$ cat src/rtl/spi_pkg.sv
// Shared constants and divisor arithmetic for the SPI baud generator slice.
package spi_pkg;

    localparam logic [1:0] SPI_RUN  = 2'b00;
    localparam logic [1:0] SPI_WAIT = 2'b01;
    localparam logic [1:0] SPI_STOP = 2'b10;

    localparam int SPI_DIV_W = 12;

    typedef logic [SPI_DIV_W-1:0] spi_div_t;

    // The shift amount is widened to 4 bits so spr=7 yields a shift of 8.
    function automatic spi_div_t baud_div(input logic [2:0] sppr, input logic [2:0] spr);
        spi_div_t   w_base;
        logic [3:0] w_shift;
        w_base  = SPI_DIV_W'(sppr) + SPI_DIV_W'(1);
        w_shift = {1'b0, spr} + 4'd1;
        return w_base << w_shift;
    endfunction

endpackage

$ cat src/rtl/spi_baud_divisor.sv
// Baud divisor arithmetic; SPI_BAUD_SHADOW_EN latches sppr/spr for the duration of a transfer.
module spi_baud_divisor
    import spi_pkg::*;
#(
    parameter int DIV_W = SPI_DIV_W
) (
    input  logic             PCLK,
    input  logic             PRESETn,
    input  logic [2:0]       i_sppr,
    input  logic [2:0]       i_spr,
    input  logic             i_ss,
    output logic [DIV_W-1:0] o_divisor
);

    logic [2:0] w_selSppr;
    logic [2:0] w_selSpr;

`ifdef SPI_BAUD_SHADOW_EN
    logic [2:0] r_shadowSppr;
    logic [2:0] r_shadowSpr;
    logic       r_shadowValid;

    // Capture on the first cycle with ss low; release once ss rises.
    always_ff @(posedge PCLK or negedge PRESETn) begin
        if (!PRESETn) begin
            r_shadowSppr  <= 3'd0;
            r_shadowSpr   <= 3'd0;
            r_shadowValid <= 1'b0;
        end else if (i_ss) begin
            r_shadowValid <= 1'b0;
        end else if (!r_shadowValid) begin
            r_shadowSppr  <= i_sppr;
            r_shadowSpr   <= i_spr;
            r_shadowValid <= 1'b1;
        end
    end

    assign w_selSppr = r_shadowValid ? r_shadowSppr : i_sppr;
    assign w_selSpr  = r_shadowValid ? r_shadowSpr  : i_spr;
`else
    logic w_unused;

    assign w_unused  = &{1'b0, PCLK, PRESETn, i_ss};
    assign w_selSppr = i_sppr;
    assign w_selSpr  = i_spr;
`endif

    assign o_divisor = DIV_W'(baud_div(w_selSppr, w_selSpr));

endmodule

$ cat src/rtl/spi_baud_generator.sv
// SCLK generator with per-edge sample/shift strobes. Optional build macro: SPI_BAUD_SHADOW_EN.
module spi_baud_generator
    import spi_pkg::*;
#(
    parameter int DIV_W = SPI_DIV_W
) (
    input  logic             PCLK,
    input  logic             PRESETn,
    input  logic [1:0]       spi_mode,
    input  logic             spiswai,
    input  logic             cpol,
    input  logic             cpha,
    input  logic [2:0]       sppr,
    input  logic [2:0]       spr,
    input  logic             ss,
    output logic [DIV_W-1:0] BaudRateDivisor,
    output logic             sclk,
    output logic             sample_stb,
    output logic             shift_stb
);

    logic [DIV_W-1:0] r_count;
    logic             r_sclk;
    logic             r_sampleStb;
    logic             r_shiftStb;

    logic [DIV_W-1:0] w_divisor;
    logic             w_active;
    logic             w_halfDone;
    logic             w_sampleEdge;

    spi_baud_divisor #(
        .DIV_W     (DIV_W)
    ) u_divisor (
        .PCLK      (PCLK),
        .PRESETn   (PRESETn),
        .i_sppr    (sppr),
        .i_spr     (spr),
        .i_ss      (ss),
        .o_divisor (w_divisor)
    );

    assign w_active = ~ss & ((spi_mode == SPI_RUN) | ((spi_mode == SPI_WAIT) & ~spiswai));

    // >= rather than == so a live divisor shrinking mid-count cannot strand the counter.
    assign w_halfDone   = (r_count >= (w_divisor - DIV_W'(1)));
    assign w_sampleEdge = (r_sclk == cpol) ^ cpha;

    always_ff @(posedge PCLK or negedge PRESETn) begin
        if (!PRESETn) begin
            r_count     <= '0;
            r_sclk      <= 1'b0;
            r_sampleStb <= 1'b0;
            r_shiftStb  <= 1'b0;
        end else if (!w_active) begin
            r_count     <= '0;
            r_sclk      <= cpol;
            r_sampleStb <= 1'b0;
            r_shiftStb  <= 1'b0;
        end else if (w_halfDone) begin
            r_count     <= '0;
            r_sclk      <= ~r_sclk;
            r_sampleStb <= w_sampleEdge;
            r_shiftStb  <= ~w_sampleEdge;
        end else begin
            r_count     <= r_count + DIV_W'(1);
            r_sampleStb <= 1'b0;
            r_shiftStb  <= 1'b0;
        end
    end

    assign BaudRateDivisor = w_divisor;
    assign sclk            = r_sclk;
    assign sample_stb      = r_sampleStb;
    assign shift_stb       = r_shiftStb;

endmodule

$ cat config.mk
export PLATFORM = sky130hd
export DESIGN_NAME = spi_baud_generator
export DESIGN_NICKNAME = d
export VERILOG_FILES = /design/src/rtl/spi_pkg.sv /design/src/rtl/spi_baud_divisor.sv /design/src/rtl/spi_baud_generator.sv
export SDC_FILE = /design/constraint.sdc
export NUM_CORES = 1
export LEC_CHECK = 0
export ABC_CLOCK_PERIOD_IN_PS = 4900
export BUFFER_PORTS_ARGS = -buffer_cell sky130_fd_sc_hd__buf_2
export CAP_MARGIN = 0
export CORE_UTILIZATION = 30
export CTS_CLUSTER_DIAMETER = 50
export DETAILED_ROUTE_END_ITERATION = 8
export PLACE_DENSITY = 0.58
export SYNTH_ARGS = -nofsm -noshare
export SYNTH_HDL_FRONTEND = slang
export SYNTH_HIERARCHICAL = 1
export SYNTH_SLANG_ARGS = --single-unit
$ cat constraint.sdc
create_clock -name PCLK -period 4.9 [get_ports PCLK]
set_clock_uncertainty 0.2 [all_clocks]
set_input_delay 0.98 -clock PCLK [delete_from_list [all_inputs] [get_ports PCLK]]
set_output_delay 0.98 -clock PCLK [all_outputs]
set_load 0.05 [all_outputs]
==> results_dict.tcl, run 1 <==
set metrics [dict create \
    worst_pin_slew_ps 458 \
    cp-startpoint "spr[1]" \
    yosysTopAreaCellShare 0.243 \
    drt-initial-drc-count 117 \
    dp_cells 281 \
    endpoint_kind "flip-flop" \
    ctsResizeCount 0 \
    coreArea_um2 4850 \
    final_common_cell "nor2_1" \
    grt_pass1_wl_um 5740 \
    vdd_drop_max_mv 0.118 \
    finalSetupTns_ps 0 \
    synthDistinctLibCells 46 \
    die_area_um2 5440 \
    drt_pass1_iterations 4 \
    avgSynthCellArea_um2 8.22 \
    yosysWarnings 6 \
    maxCapViolations 0 \
    worstSetupPathType "in2reg" \
    hp-class "reg2reg" \
    yosysSeqAreaShare 0.243 \
    clock_latency_ps 240 \
    swShare 0.387 \
    layout_setup_ws_ps 553 \
    antenna_found_initial 0 \
    clkSlewWorstSetupHoldPaths_ps 60 \
    synth_area_um2 1550 \
    regArea_um2 375 \
    cts_num_sinks 15 \
    insertedDiodeCount 0 \
    syn_to_final_growth_pct 17.1 \
    setup.worst_path.start_class "input port" \
    start_util 0.319 \
    postCtsSetupBuffers 0 \
    finalMaxSlewViolations 0 \
    path_max_fanout 12 \
    crit_arrival_ps 4320 \
    total_leakage_power_nw 0.823 \
    viasPerCell 4.92 \
    seqPwrFrac 0.322 \
    finalSetupViolations 0 \
    internal_power_mw 0.241 \
    final_cell_area_um2 1810 \
    cts_tree "built" \
    syn_nets 218 \
    final_cell_mix "30 x nor2_1, 28 x buf_2, 16 x ha_1, 15 x dfrtp_1, 13 x xnor2_1" \
    switchingPower_mw 0.152 \
    fillers 524 \
    post_drt_wl_per_cell_um 11.9 \
    cts_root_buf "clkbuf_8" \
    dpl.hpwl_um 2760 \
    instances_no_fill 285 \
    numPortBuffers 28 \
    finalNetCount 249 \
    hold_ws_ps 298 \
    netlist_top_cells_area "dfrtp_1 24%, ha_1 13%, xnor2_1 7.4%" \
    timing.fmax_mhz 230 \
    cts_buffer_depth 2 \
    power_density_nw_per_um2 218 \
    grt-ovfl-total 0 \
    pre_cts_slack_ps 312 \
    combPwrFrac 0.430 \
    power_frac_clock 0.247 \
    yosys.area.top_type "dfrtp_1" \
    layout-drive-gt1-share 0.216 \
    finalHoldViolCount 0 \
    fp.dieH_um 73.8 \
    htree_levels 1 \
    io_pins 29 \
    finalWirelength_um 3380 \
    gp_congestion 0.821 \
    grt_max_degree 16 \
    fp-row-count 25 \
    multi_input_area_um2 1120 \
    postSynthCellCount 188 \
    status "completed" \
    cts_made_buffers 3 \
    slew_headroom 0.692 \
    rsz0062_at_grt "false" \
    critPathRequiredTime_ps 4870 \
    fin_crit_sh 0.887 \
    remaining_drc_errors 0 \
    vias 1403 \
    grt_pass1_vias 1231 \
    ys_ff_latch 15 \
    die_w_um 73.8 \
    grtUsageTotal 0.138 \
    r2r-start "r_count[2]$_DFF_PN0_" \
    dpl-instance-area_um2 1760 \
    holdCritStartpoint "r_count[0]$_DFF_PN0_" \
    drtAntennaViolNets 0 \
    period_needed_ps 4350 \
    hold_buffers 0 \
]
## flip-flops by register name, indices dropped and copies added (netlist names)
name	count
r_count	12
sample_stb	1
shift_stb	1
sclk	1
## worst max-delay path: stages
cell,delay (ps)
buf_2,130
ha_1,500
inv_1,180
nand3_1,180
nor2_1,60
or3_1,350
or3_1,420
nor3_2,190
xnor2_1,140
ha_1,260
a21oi_1,140
o21ai_0,100
a21oi_1,220
nand3_2,280
nor2_1,180
## layout make-up
class | count | share of cell area
inverters | 6 | 0.0124
well taps | 67 | 0.0463
repair buffers | 31 | 0.0899
clock buffers | 4 | 0.0249
multi-input cells | 162 | 0.619
flip-flops and latches | 15 | 0.207
## cells by family after synthesis
family                     after synthesis  share of synthesized area
muxes                                    1                    0.00648
AOI/OAI and AO/OA                       38                      0.172
adders and majority gates               16                      0.130
DFF                                     15                      0.243
buffers and inverters                   11                     0.0421
xor gates and xnor gates                23                      0.130
and+or+nand+nor                         84                      0.276
## routing by layer
metal  up-vias  track usage  share of wire
met5         -            0              0
met3         5       0.0370          0.065
met4         0       0.0299         0.0080
met1       623        0.212           0.51
met2        37        0.188           0.42
li1        738            -              -
## Yosys cell counts (all sizes together)
master,n
a211o,1
a211oi,3
a21bo,1
a21boi,1
a21oi,10
a32oi,2
a41oi,1
and3,5
buf,4
clkbuf,1
dfrtp,15
ha,16
inv,6
mux2i,1
nand2,13
nand2b,3
nand3,10
nand4,3
nand4b,2
nor2,31
nor2b,2
nor3,8
nor3b,1
nor4,1
o2111ai,1
o21a,3
o21ai,9
o21bai,2
o221ai,1
o22ai,1
o31a,1
o32ai,1
or2,1
or3,4
xnor2,13
xor2,10
## path summary, 6_finish.rpt
kind                       cells after the start                    to  slack, ps
setup / recovery                              15  r_count[4]$_DFF_PN0_        550
hold / removal                                 1  r_count[0]$_DFF_PN0_        300
setup reg to reg                               6  r_count[4]$_DFF_PN0_       2820
hold reg to reg                                1  r_count[0]$_DFF_PN0_        300
max in group asynchronous                      1  r_count[6]$_DFF_PN0_       3820
min in group asynchronous                      1  sample_stb$_DFF_PN0_        430
## per-stage QoR
| stage | util | power (mW) |
|---|---|---|
| after floorplan | - | 0.262 |
| after global placement | 0.364 | 0.299 |
| after detailed placement | 0.364 | 0.299 |
| after CTS | 0.373 | 0.398 |
| after global routing | 0.373 | 0.426 |
| final | 0.373 | 0.394 |
## power groups by stage
stage / Combinational [mW] / Clock, mW / Sequential (mW)
after floorplan: 0.130 / 0 / 0.131
after global placement: 0.170 / 0 / 0.129
after detailed placement: 0.170 / 0 / 0.129
after CTS: 0.170 / 0.101 / 0.127
after global routing: 0.189 / 0.110 / 0.127
final: 0.169 / 0.0974 / 0.127
Power figures use the tool's default switching activity.
==> inputs of run 2 (changes only) <==
CTS_BUF_LIST = sky130_fd_sc_hd__clkbuf_8   (was default)
==> results_dict.tcl, run 2 (synthesis gave the netlist of run 1 again) <==
set metrics [dict create \
    status "completed" \
    crit_arrival_ps 4310 \
    timing.fmax_mhz 230 \
    finalWirelength_um 3390 \
    grt-ovfl-total 0 \
    path_max_fanout 12 \
    timing.critical_path.to "r_count[10]$_DFF_PN0_" \
    endpoint_kind "flip-flop" \
    cts_tree "built" \
    drtAntennaViolNets 0 \
    cp-startpoint "spr[1]" \
    layout_setup_ws_ps 556 \
    fin_crit_sh 0.887 \
    htree_levels 1 \
    worstSetupPathType "in2reg" \
    final_cell_mix "30 x nor2_1, 28 x buf_2, 16 x ha_1, 15 x dfrtp_1, 13 x xnor2_1" \
    hp-class "reg2reg" \
    grt_pass1_vias 1231 \
    grt_max_degree 16 \
    rsz0062_at_grt "false" \
    die_w_um 73.8 \
    gp_congestion 0.821 \
    total_leakage_power_nw 0.827 \
    coreArea_um2 4850 \
    rrSetupSlack_ps 2820 \
    clock_latency_ps 250 \
    viasPerCell 4.93 \
    clkSlewWorstSetupHoldPaths_ps 60 \
    grt_pass1_wl_um 5740 \
    hold_buffers 0 \
    pre_cts_slack_ps 312 \
    cts_root_buf "clkbuf_8" \
    drt-initial-drc-count 117 \
    r2r_end "r_count[10]$_DFF_PN0_" \
    r2r-start "r_count[2]$_DFF_PN0_" \
    finalHoldViolCount 0 \
    critPathRequiredTime_ps 4870 \
    setup.worst_path.start_class "input port" \
    cts_made_buffers 3 \
    ctsResizeCount 0 \
    reg2reg_depth 6 \
    postCtsSetupBuffers 0 \
    cts_num_sinks 15 \
    largest_reg_flops 12 \
    fp.dieH_um 73.8 \
    power_density_nw_per_um2 217 \
    finalNetCount 249 \
    layout-drive-gt1-share 0.216 \
    worst_pin_slew_ps 458 \
    finalSetupTns_ps 0 \
    fp-row-count 25 \
    slew_headroom 0.692 \
    vdd_drop_max_mv 0.120 \
    die_area_um2 5440 \
    grtUsageTotal 0.138 \
    finalMaxSlewViolations 0 \
    antenna_found_initial 0 \
    vias 1406 \
    maxCapViolations 0 \
    top_register "r_count" \
    numPortBuffers 28 \
    start_util 0.319 \
    syn_to_final_growth_pct 17.1 \
    final_common_cell "nor2_1" \
    finalSetupViolations 0 \
    period_needed_ps 4340 \
    io_pins 29 \
    cts_buffer_depth 2 \
    remaining_drc_errors 0 \
    drt_pass1_iterations 4 \
    post_drt_wl_per_cell_um 11.9 \
    insertedDiodeCount 0 \
    dpl.hpwl_um 2760 \
]
## run 2: cell types whose count changed in the layout (fill, tap and decap cells not counted)
cell      delta
clkbuf_1     -1
inv_1        +1
## run 2: layout make-up
cell class | instances | area, um^2
Timing Repair Buffer | 31 | 163
Tap cell | 67 | 83.8
Inverter | 6 | 22.5
Sequential cell | 15 | 375
Clock inverter | 1 | 3.75
Multi-Input combinational cell | 162 | 1120
Fill cell | 524 | 3040
Clock buffer | 3 | 41.3
## run 2: how the worst min path moves through the flow
stage                         start              endpoint  slack (ps)  cells after the start
6_report       r_count[0]$_DFF_PN0_  r_count[0]$_DFF_PN0_         300                      1
5_1_grt        r_count[0]$_DFF_PN0_  r_count[0]$_DFF_PN0_         340                      1
4_1_cts        r_count[0]$_DFF_PN0_  r_count[0]$_DFF_PN0_         310                      1
3_5_place_dp   r_count[0]$_DFF_PN0_  r_count[0]$_DFF_PN0_         300                      1
3_3_place_gp   r_count[0]$_DFF_PN0_  r_count[0]$_DFF_PN0_         290                      1
2_1_floorplan  r_count[0]$_DFF_PN0_  r_count[0]$_DFF_PN0_         250                      1
## run 2: stage by stage
step                      instances  total power [mW]  area (um^2)  hold WS [ps]  utilization
after floorplan                 188             0.262         1560           250            -
after global placement          281             0.299         1760           294        0.364
after detailed placement        281             0.299         1760           302        0.364
after CTS                       285             0.397         1810           313        0.373
after global routing            285             0.424         1810           342        0.373
final                           285             0.392         1810           298        0.373
## run 2: power breakdown
| part | total, mW | internal (mW) | leakage [nW] | switching (mW) |
|---|---|---|---|---|
| clock network | 0.0959 | 0.0554 | 0.0269 | 0.0405 |
| logic | 0.169 | 0.0584 | 0.593 | 0.111 |
| registers | 0.127 | 0.125 | 0.207 | 0.00160 |
## run 2: worst max-delay path: stages
cell and delay, ps:
buf_2 130, ha_1 500, inv_1 170, nand3_1 180, nor2_1 60, or3_1 350, or3_1 420, nor3_2 190
xnor2_1 140, ha_1 260, a21oi_1 140, o21ai_0 100, a21oi_1 220, nand3_2 280, nor2_1 180
## run 2: per-layer routing
metal / wire [um] / track usage / vias to the layer above / part of all wire
met5: 0 / 0 / - / 0
li1: - / - / 738 / -
met1: 1730 / 0.212 / 630 / 0.51
met4: 27 / 0.0299 / 0 / 0.0080
met3: 191 / 0.0370 / 5 / 0.056
met2: 1430 / 0.188 / 33 / 0.42
